## config.mk

```make
export PLATFORM = sky130hd
export DESIGN_NAME = ttt_str_to_grid
export DESIGN_NICKNAME = d
export VERILOG_FILES = /design/src/rtl/ttt_str_to_grid.sv
export SDC_FILE = /design/constraint.sdc
export NUM_CORES = 1
export LEC_CHECK = 0
export ABC_CLOCK_PERIOD_IN_PS = 3100
export BUFFER_PORTS_ARGS = -buffer_cell sky130_fd_sc_hd__buf_2
export CORE_ASPECT_RATIO = 0.75
export CORE_MARGIN = 2
export CORE_UTILIZATION = 62
export CTS_BUF_LIST = sky130_fd_sc_hd__clkbuf_4
export DETAILED_ROUTE_END_ITERATION = 12
export GPL_ROUTABILITY_DRIVEN = 0
export HOLD_SLACK_MARGIN = 0.06
export PLACE_DENSITY = 0.87
export SETUP_SLACK_MARGIN = 0.5
export SYNTH_ARGS = -nofsm -noshare
export SYNTH_HDL_FRONTEND = slang
export SYNTH_SLANG_ARGS = --single-unit
```

## constraint.sdc

```tcl
create_clock -name clk -period 3.1 [get_ports clk]
set_input_delay 0.62 -clock clk [delete_from_list [all_inputs] [get_ports clk]]
set_output_delay 0.62 -clock clk [all_outputs]
set_load 0.02 [all_outputs]
```

## src/rtl/ttt_str_to_grid.sv

```systemverilog
// rtl/ttt_str_to_grid.sv - rebuilds the 9-cell tic-tac-toe grid from a serial ASCII board string
// Optional X/O count legality check enabled by defining TTT_COUNT_CHECK_EN.
module ttt_str_to_grid #(
    parameter logic [7:0] SYNC_CHAR = 8'h0A
) (
    input  logic       clk,
    input  logic       reset,
    input  logic [7:0] in_data,
    input  logic       in_valid,
    output logic       in_ready,
    output logic [8:0] grid_state_marked,
    output logic [8:0] grid_state_x,
    output logic       grid_valid,
    output logic       frame_error,
    output logic [3:0] cell_count
);

    typedef enum logic [1:0] {COLLECT, DONE, ERR} state_t;

    state_t     state, state_nx;
    logic [3:0] count_nx;
    logic [8:0] shadow_marked, shadow_x, sm_nx, sx_nx, gm_nx, gx_nx;
    logic       fe_nx;
    logic       accept, is_x, is_o, is_cell, is_eol, legal;
    logic [8:0] onehot, full_m, full_x;

    assign accept  = in_valid && in_ready;
    assign is_x    = (in_data == 8'h78);
    assign is_o    = (in_data == 8'h6F);
    assign is_cell = is_x || is_o || (in_data == 8'h5F);
    assign is_eol  = (in_data == SYNC_CHAR) || (in_data == 8'h0D);

    // First character of a frame lands in cell 8, the ninth in cell 0.
    assign onehot = 9'(1) << (4'd8 - cell_count);
    assign full_m = (shadow_marked & ~onehot) | ((is_x || is_o) ? onehot : 9'd0);
    assign full_x = (shadow_x & ~onehot) | (is_x ? onehot : 9'd0);

`ifdef TTT_COUNT_CHECK_EN
    logic [3:0] cnt_x, cnt_o;
    always_comb begin
        cnt_x = '0;
        cnt_o = '0;
        for (int i = 0; i < 9; i++) begin
            cnt_x = cnt_x + {3'b000, full_m[i] & full_x[i]};
            cnt_o = cnt_o + {3'b000, full_m[i] & ~full_x[i]};
        end
    end
    // X always moves first, so X leads O by zero or one.
    assign legal = (cnt_x == cnt_o) || (cnt_x == cnt_o + 4'd1);
`else
    assign legal = 1'b1;
`endif

    always_comb begin
        state_nx = state;
        count_nx = cell_count;
        sm_nx    = shadow_marked;
        sx_nx    = shadow_x;
        gm_nx    = grid_state_marked;
        gx_nx    = grid_state_x;
        fe_nx    = 1'b0;
        case (state)
            COLLECT: begin
                if (accept) begin
                    if (is_cell) begin
                        sm_nx = full_m;
                        sx_nx = full_x;
                        if (cell_count == 4'd8) begin
                            count_nx = 4'd0;
                            if (legal) begin
                                gm_nx    = full_m;
                                gx_nx    = full_x;
                                state_nx = DONE;
                            end else begin
                                fe_nx    = 1'b1;
                                state_nx = ERR;
                            end
                        end else begin
                            count_nx = cell_count + 4'd1;
                        end
                    end else if (!(is_eol && cell_count == 4'd0)) begin
                        fe_nx    = 1'b1;
                        count_nx = 4'd0;
                        state_nx = ERR;
                    end
                end
            end
            DONE:    state_nx = COLLECT;
            ERR: begin
                if (accept && in_data == SYNC_CHAR)
                    state_nx = COLLECT;
            end
            default: state_nx = COLLECT;
        endcase
    end

    always_ff @(posedge clk or posedge reset) begin
        if (reset) begin
            state             <= COLLECT;
            cell_count        <= 4'd0;
            shadow_marked     <= 9'd0;
            shadow_x          <= 9'd0;
            grid_state_marked <= 9'd0;
            grid_state_x      <= 9'd0;
            frame_error       <= 1'b0;
        end else begin
            state             <= state_nx;
            cell_count        <= count_nx;
            shadow_marked     <= sm_nx;
            shadow_x          <= sx_nx;
            grid_state_marked <= gm_nx;
            grid_state_x      <= gx_nx;
            frame_error       <= fe_nx;
        end
    end

    assign in_ready   = (state != DONE);
    assign grid_valid = (state == DONE);

endmodule

```

==> reports/metrics.yaml, run 1 <==
peakVddDrop_mv: 0.384
finClkSkew_ns: 0.00643
fin_nets: 256
p_leak_nw: 1.37
grt_pass1_vias: 1564
area_growth_pct: 15.0
worstMarginPinSlew_ns: 0.659
path_class: "reg -> reg"
clk_latency_ns: 0.37
dr.pass1.iters: 4
max_slew_margin: 0.560
io_pins: 36
r2r_slack_ns: 0.74
core_area_sq_mm: 0.00333
routed_wl_mm: 4.47
track_usage: 0.252
hp-class: "in -> async"
h-tree-depth: 2
synth-seq-area-share: 0.492
fp.dieH_microns: 55.4
ant_nets: 0
diodes: 0
synthArstFlopShare: 1.00
synth.distinct_cells: 42
drcViolationCount: 0
fmax_ghz: 0.423
rsz0062_at_grt: "no"
mappedNetlistNets: 214
numCtsBuffers: 5
synth-seq-cells: 43
period_needed_ns: 2.36
io_buffers: 35
syn_inst: 198
power_mw: 1.32
synth_area_sq_mm: 0.00219
cts_tree: "done"
dp_hpwl_mm: 3.06
setup_tns_ns: 0
finalHoldViolations: 0
p_per_area_mw_per_mm2: 525
ys_warn_count: 0
layout-drive-gt1-share: 0.349
start_kind: "flop"
die_area_sq_mm: 0.00402
grt_max_degree: 44
crit_required_ns: 3.37
multi_input_area_sq_mm: 0.00105
r2r_cells: 7
vias: 1644
initial_core_util: 0.656
path_max_fanout: 8
avgSynthCellArea_sq_um: 11.0
maxCapViolations: 0
grt_pass1_wl_mm: 7.63
drt-initial-drc-count: 103
die_w_microns: 72.6
timing.rr.start: "cell_count[0]"
status: "completed"
startpoint: "cell_count[0]"
antenna_found_initial: 0
clk_path_buf_depth: 2
synth_ff_type: "dfrtp_1"
cp-end-kind: "flop"
slew_violations: 0
fin_crit_sh: 0.762
seqCellArea_sq_mm: 0.00108
wl_per_cell_microns: 15.9
crit_end: "shadow_marked[0]"
finalSetupViolations: 0
clock-root-buffer: "clkbuf_4"
postCtsHoldBufs: 0
rows: 18
viasPerCell: 5.85
synth_edf_count: 0
cts.reportedPaths.clkPinSlew_ns: 0.12
r2r-end: "shadow_marked[0]"
cts_num_sinks: 43
num-fill-cells: 227
overflow: 0
arrival_ns: 2.63
[layer usage]
layer	part of all wire	global-route usage	vias up
met5	0	0	-
met4	0.018	0.108	0
met3	0.060	0.0693	8
met2	0.43	0.344	52
met1	0.49	0.374	788
li1	-	-	796
[placed cells by master, fill, tap and decap left out, types with 2 or more instances in the layout]
master | synthesis | layout
a21o_1 | 2 | 2
a21oi_1 | 10 | 10
a21oi_2 | 2 | 2
a31o_2 | 8 | 8
a32oi_1 | 4 | 4
and2_1 | 2 | 2
and2b_1 | 6 | 6
buf_2 | 1 | 35
buf_4 | 1 | 6
clkbuf_4 | 0 | 5
dfrtp_1 | 43 | 43
ha_1 | 5 | 5
inv_1 | 6 | 6
mux2_2 | 18 | 18
mux2i_1 | 11 | 11
nand2_1 | 12 | 12
nand2b_1 | 4 | 4
nand3_1 | 6 | 6
nand3b_1 | 2 | 2
nor2_1 | 17 | 17
nor2b_1 | 7 | 6
nor3_1 | 5 | 4
o21ai_0 | 4 | 3
o21ai_1 | 1 | 2
[cell type report]
class | instances | area share
clock inverters | 3 | 0.0169
repair buffers | 42 | 0.0955
clock buffers | 5 | 0.0149
inverters | 6 | 0.00896
multi-input cells | 142 | 0.416
well taps | 40 | 0.0199
flip-flops and latches | 43 | 0.428
[how the worst min path moves through the flow]
stage,end,start,slack (ns)
2_1_floorplan,state[1],state[0],0.42
3_3_place_gp,state[1],state[0],0.44
3_5_place_dp,state[1],state[0],0.44
4_1_cts,grid_state_x[2],reset,0.37
5_1_grt,grid_state_x[0],reset,0.39
6_report,shadow_x[7],reset,0.36
[power breakdown]
| group | total, mW | switching, mW | internal (mW) | leakage [nW] |
|---|---|---|---|---|
| Sequential | 0.604 | 0.0291 | 0.575 | 0.592 |
| Combinational | 0.355 | 0.231 | 0.124 | 0.731 |
| Clock | 0.361 | 0.191 | 0.170 | 0.0432 |
| Total | 1.32 | 0.451 | 0.869 | 1.37 |
[cell families (layout without fill, tap and decap cells)]
kind of cell,Yosys count,after routing,share of synthesized area
multiplexers,29,29,0.143
buffers and inverters,13,56,0.0332
adder cells (fa/ha/maj),5,5,0.0286
AO/OA/AOI/OAI,37,37,0.122
flip-flops,43,43,0.492
XOR/XNOR,1,1,0.00401
AND/OR/NAND/NOR,70,70,0.177
[synthesized netlist by cell type, drive strengths merged, types with 2 or more instances]
cell    instances  share of area
nor2b           7          0.020
nand3           6          0.014
a21o            2         0.0069
a31o            8          0.032
nor3            6          0.019
inv             6          0.010
and2b           6          0.021
a32oi           4          0.016
mux2           18          0.093
nand2          12          0.021
nand3b          2         0.0069
mux2i          11          0.050
ha              5          0.029
clkbuf          3         0.0051
nor2           18          0.032
a21oi          12          0.031
o21ai           5          0.011
and2            2         0.0057
nand2b          4          0.011
dfrtp          43           0.49
buf             4          0.018
[through the flow]
stage               utilization  hold slack [ns]  setup slack, ns  instances  instance area [sq um]
floorplan                     -            0.422            0.817        198                   2190
global placement          0.718            0.438            0.467        270                   2390
detailed placement        0.718            0.442            0.377        270                   2390
CTS                       0.752            0.374            0.659        281                   2510
global route              0.755            0.394            0.570        281                   2510
finish                    0.755            0.356            0.736        281                   2510
[state kept, by name, indices dropped and copies added, names as in the netlist]
register and cells:
grid_state_marked 9, grid_state_x 9, shadow_marked 9, shadow_x 9
cell_count 4, state 2, frame_error 1
[repair_timing]
item,CTS,global route
setup buffers,3,0
setup endpoints to repair,2,8
pin swaps,1,0
gates resized for setup,1,2
[worst max-delay path, stage by stage, from the launching register on]
cell and delay, ns:
dfrtp_1 0.48, inv_1 0.17, ha_1 0.27, nand2b_1 0.11, o21ai_1 0.33, a32oi_1 0.23
nor3_2 0.29, mux2_2 0.37
Power figures use the tool's default switching activity.
==> inputs of run 2 (changes only) <==
--- a/config.mk
+++ b/config.mk
@@ -5,16 +5,16 @@
 export SDC_FILE = /design/constraint.sdc
 export NUM_CORES = 1
 export LEC_CHECK = 0
-export ABC_CLOCK_PERIOD_IN_PS = 3100
+export ABC_CLOCK_PERIOD_IN_PS = 2000
 export BUFFER_PORTS_ARGS = -buffer_cell sky130_fd_sc_hd__buf_2
 export CORE_ASPECT_RATIO = 0.75
 export CORE_MARGIN = 2
-export CORE_UTILIZATION = 62
+export CORE_UTILIZATION = 52
 export CTS_BUF_LIST = sky130_fd_sc_hd__clkbuf_4
 export DETAILED_ROUTE_END_ITERATION = 12
 export GPL_ROUTABILITY_DRIVEN = 0
 export HOLD_SLACK_MARGIN = 0.06
-export PLACE_DENSITY = 0.87
+export PLACE_DENSITY = 0.77
 export SETUP_SLACK_MARGIN = 0.5
 export SYNTH_ARGS = -nofsm -noshare
 export SYNTH_HDL_FRONTEND = slang
==> constraint.sdc (replaced) <==
create_clock -name clk -period 2 [get_ports clk]
set_input_delay 0.4 -clock clk [delete_from_list [all_inputs] [get_ports clk]]
set_output_delay 0.4 -clock clk [all_outputs]
set_load 0.02 [all_outputs]
==> run 2 against run 1 <==
  * Sequential share of layout area is 8.6 points lower
  * Combinational power grew to 3.6 times the previous value
  * Register-to-register slack worse by 0.57 ns
  * Non-clock buffer count is 31 higher
  * Largest cell class is now multi-input combinational cells
  * Largest power group is now combinational logic
==> reports/metrics.yaml, run 2 (same netlist as run 1, synthesis figures left out) <==
status: "completed"
worstMarginPinSlew_ns: 0.359  # -0.301 ns
routed_wl_mm: 5.41  # +21%
seq_power_share: 0.350  # -0.108
r2r_slack_ns: 0.16  # -0.57 ns
cts.reportedPaths.clkPinSlew_ns: 0.13  # about the same
rows: 20  # +2
core_area_sq_mm: 0.00405  # +22%
p_leak_nw: 1.60  # +17%
place_ws_ns: -0.153  # -0.530 ns
fmax_ghz: 0.545  # +29%
power_mw: 2.63  # +99%
critical-path-max-stage-delay_ns: 0.44  # -0.04 ns
cts_num_sinks: 43  # unchanged
initial_core_util: 0.540  # -0.117
layout_common_cells: "dfrtp_1, buf_2, buf_4"
dp_hpwl_mm: 3.17  # +3.7%
layoutNonFillerInstCount: 327  # +16%
drcViolationCount: 0  # unchanged
viasPerCell: 5.46  # -6.6%
pwr-share-clk: 0.165  # -0.108
timing.rr.start: "cell_count[0]"
hp-class: "in -> async"
startpoint: "cell_count[0]"
maxCapViolations: 0  # unchanged
seqCellArea_sq_mm: 0.00108  # +0.35%
ant_nets: 0  # unchanged
path_max_fanout: 5  # -3
combPwrFrac: 0.485  # +0.216
clock-root-buffer: "clkbuf_4"
finClkSkew_ns: 0.0142  # +0.00781 ns
grt_pass1_wl_mm: 8.64  # +13%
fin_crit_sh: 0.918  # +0.155
h-tree-depth: 2  # unchanged
crit_path_top_delay_cell: "dfrtp_2"
grt_pass1_vias: 1761  # +13%
clk_latency_ns: 0.36  # about the same
hold_ws_ns: 0.0720  # -0.284 ns
p_sw_frac: 0.368  # +0.0266
finalSetupViolations: 0  # unchanged
clk_path_buf_depth: 2  # unchanged
die_w_microns: 78.9  # +8.7%
max_slew_margin: 0.759  # +0.199
slew_violations: 0  # unchanged
p_sw_mw: 0.967  # +110%
peakVddDrop_mv: 0.838  # +120%
drt-initial-drc-count: 79  # -23%
crit_chain: "inv_2 -> ha_4 -> nand2b_4 -> o21ai_4 -> a32oi_2 -> nor3_4 -> mux2_2"
path_class: "reg -> reg"
track_usage: 0.243  # -0.00871
setup_tns_ns: 0  # unchanged
place_inst: 311  # +15%
cts_tree: "done"
crit_required_ns: 2.25  # -1.12 ns
io_buffers: 35  # unchanged
vias: 1787  # +8.7%
rsz0062_at_grt: "yes"
setup_slack_ns: 0.165  # -0.572 ns
finalHoldViolations: 0  # unchanged
io_pins: 36  # unchanged
arrival_ns: 2.08  # -0.55 ns
diodes: 0  # unchanged
overflow: 0  # unchanged
stdcell_area_sq_mm: 0.00315  # +25%
post_dp_cell_area_sq_mm: 0.00269  # +12%
numCtsBuffers: 5  # unchanged
multi_input_area_sq_mm: 0.00137  # +31%
fp.dieH_microns: 60.2  # +8.5%
layout-drive-gt1-share: 0.592  # +0.243
num-fill-cells: 246  # +8.4%
start_kind: "flop"
power.internal_mw: 1.66  # +91%
wl_per_cell_microns: 16.6  # +4.1%
p_per_area_mw_per_mm2: 832  # +59%
fin_nets: 287  # +12%
area_growth_pct: 44.2
die_area_sq_mm: 0.00475  # +18%
final_common_cell: "dfrtp_1"
fin_util: 0.778  # +0.0236
antenna_found_initial: 0  # unchanged
cp-end-kind: "flop"
grt_max_degree: 44  # unchanged
period_needed_ns: 1.84  # -0.528 ns
dr.pass1.iters: 4  # unchanged
## run 2: changes by cell type in the layout (fill, tap and decap cells not counted), sizes merged
cell / previous run / this run
buf: 42 / 73
bufinv: 1 / 0
clkbuf: 5 / 7
inv: 7 / 6
## run 2: layer usage
metal | vias to the layer above | share of wire | GRT usage
li1 | 852 | - | -
met1 | 887 | 0.46 | 0.325
met2 | 41 | 0.49 | 0.396
met3 | 7 | 0.039 | 0.0498
met4 | 0 | 0.012 | 0.0961
met5 | - | 0 | 0
## run 2: final timing paths
kind,depth (start not counted),end
min in group clk,3,state[1]
max reg2reg,7,shadow_marked[2]
max in group asynchronous,3,cell_count[0]
min reg2reg,1,state[1]
max,7,shadow_marked[2]
min,3,grid_state_marked[4]
## run 2: cell type report
| class | count | share of cell area |
|---|---|---|
| Timing Repair Buffer | 73 | 0.177 |
| Multi-Input combinational cell | 142 | 0.434 |
| Clock inverter | 1 | 0.00159 |
| Sequential cell | 43 | 0.342 |
| Inverter | 6 | 0.00714 |
| Tap cell | 55 | 0.0218 |
| Clock buffer | 7 | 0.0167 |
## run 2: critical path: cells and delay by family (launching register included)
family	cells	cell delay, ns
flops	1	0.44
compound gates	2	0.40
buf+inv	1	0.08
mux	1	0.36
simple gates	2	0.28
fa+ha+maj	1	0.16
## run 2: repair_timing
action                     in CTS  in global routing
resized for setup              44                 32
hold buffers                    0                  0
hold endpoints to repair        0                  0
pin swaps                      11                  8
buffers inserted                3                  5
setup endpoints to repair      42                 48
## run 2: power groups by stage
stage	sequential (mW)	combinational (mW)	clock [mW]
4_1_cts	0.917	1.03	0.448
3_3_place_gp	0.932	0.720	0
6_report	0.919	1.27	0.432
3_5_place_dp	0.933	0.734	0
5_1_grt	0.920	1.35	0.480
2_1_floorplan	0.976	0.396	0
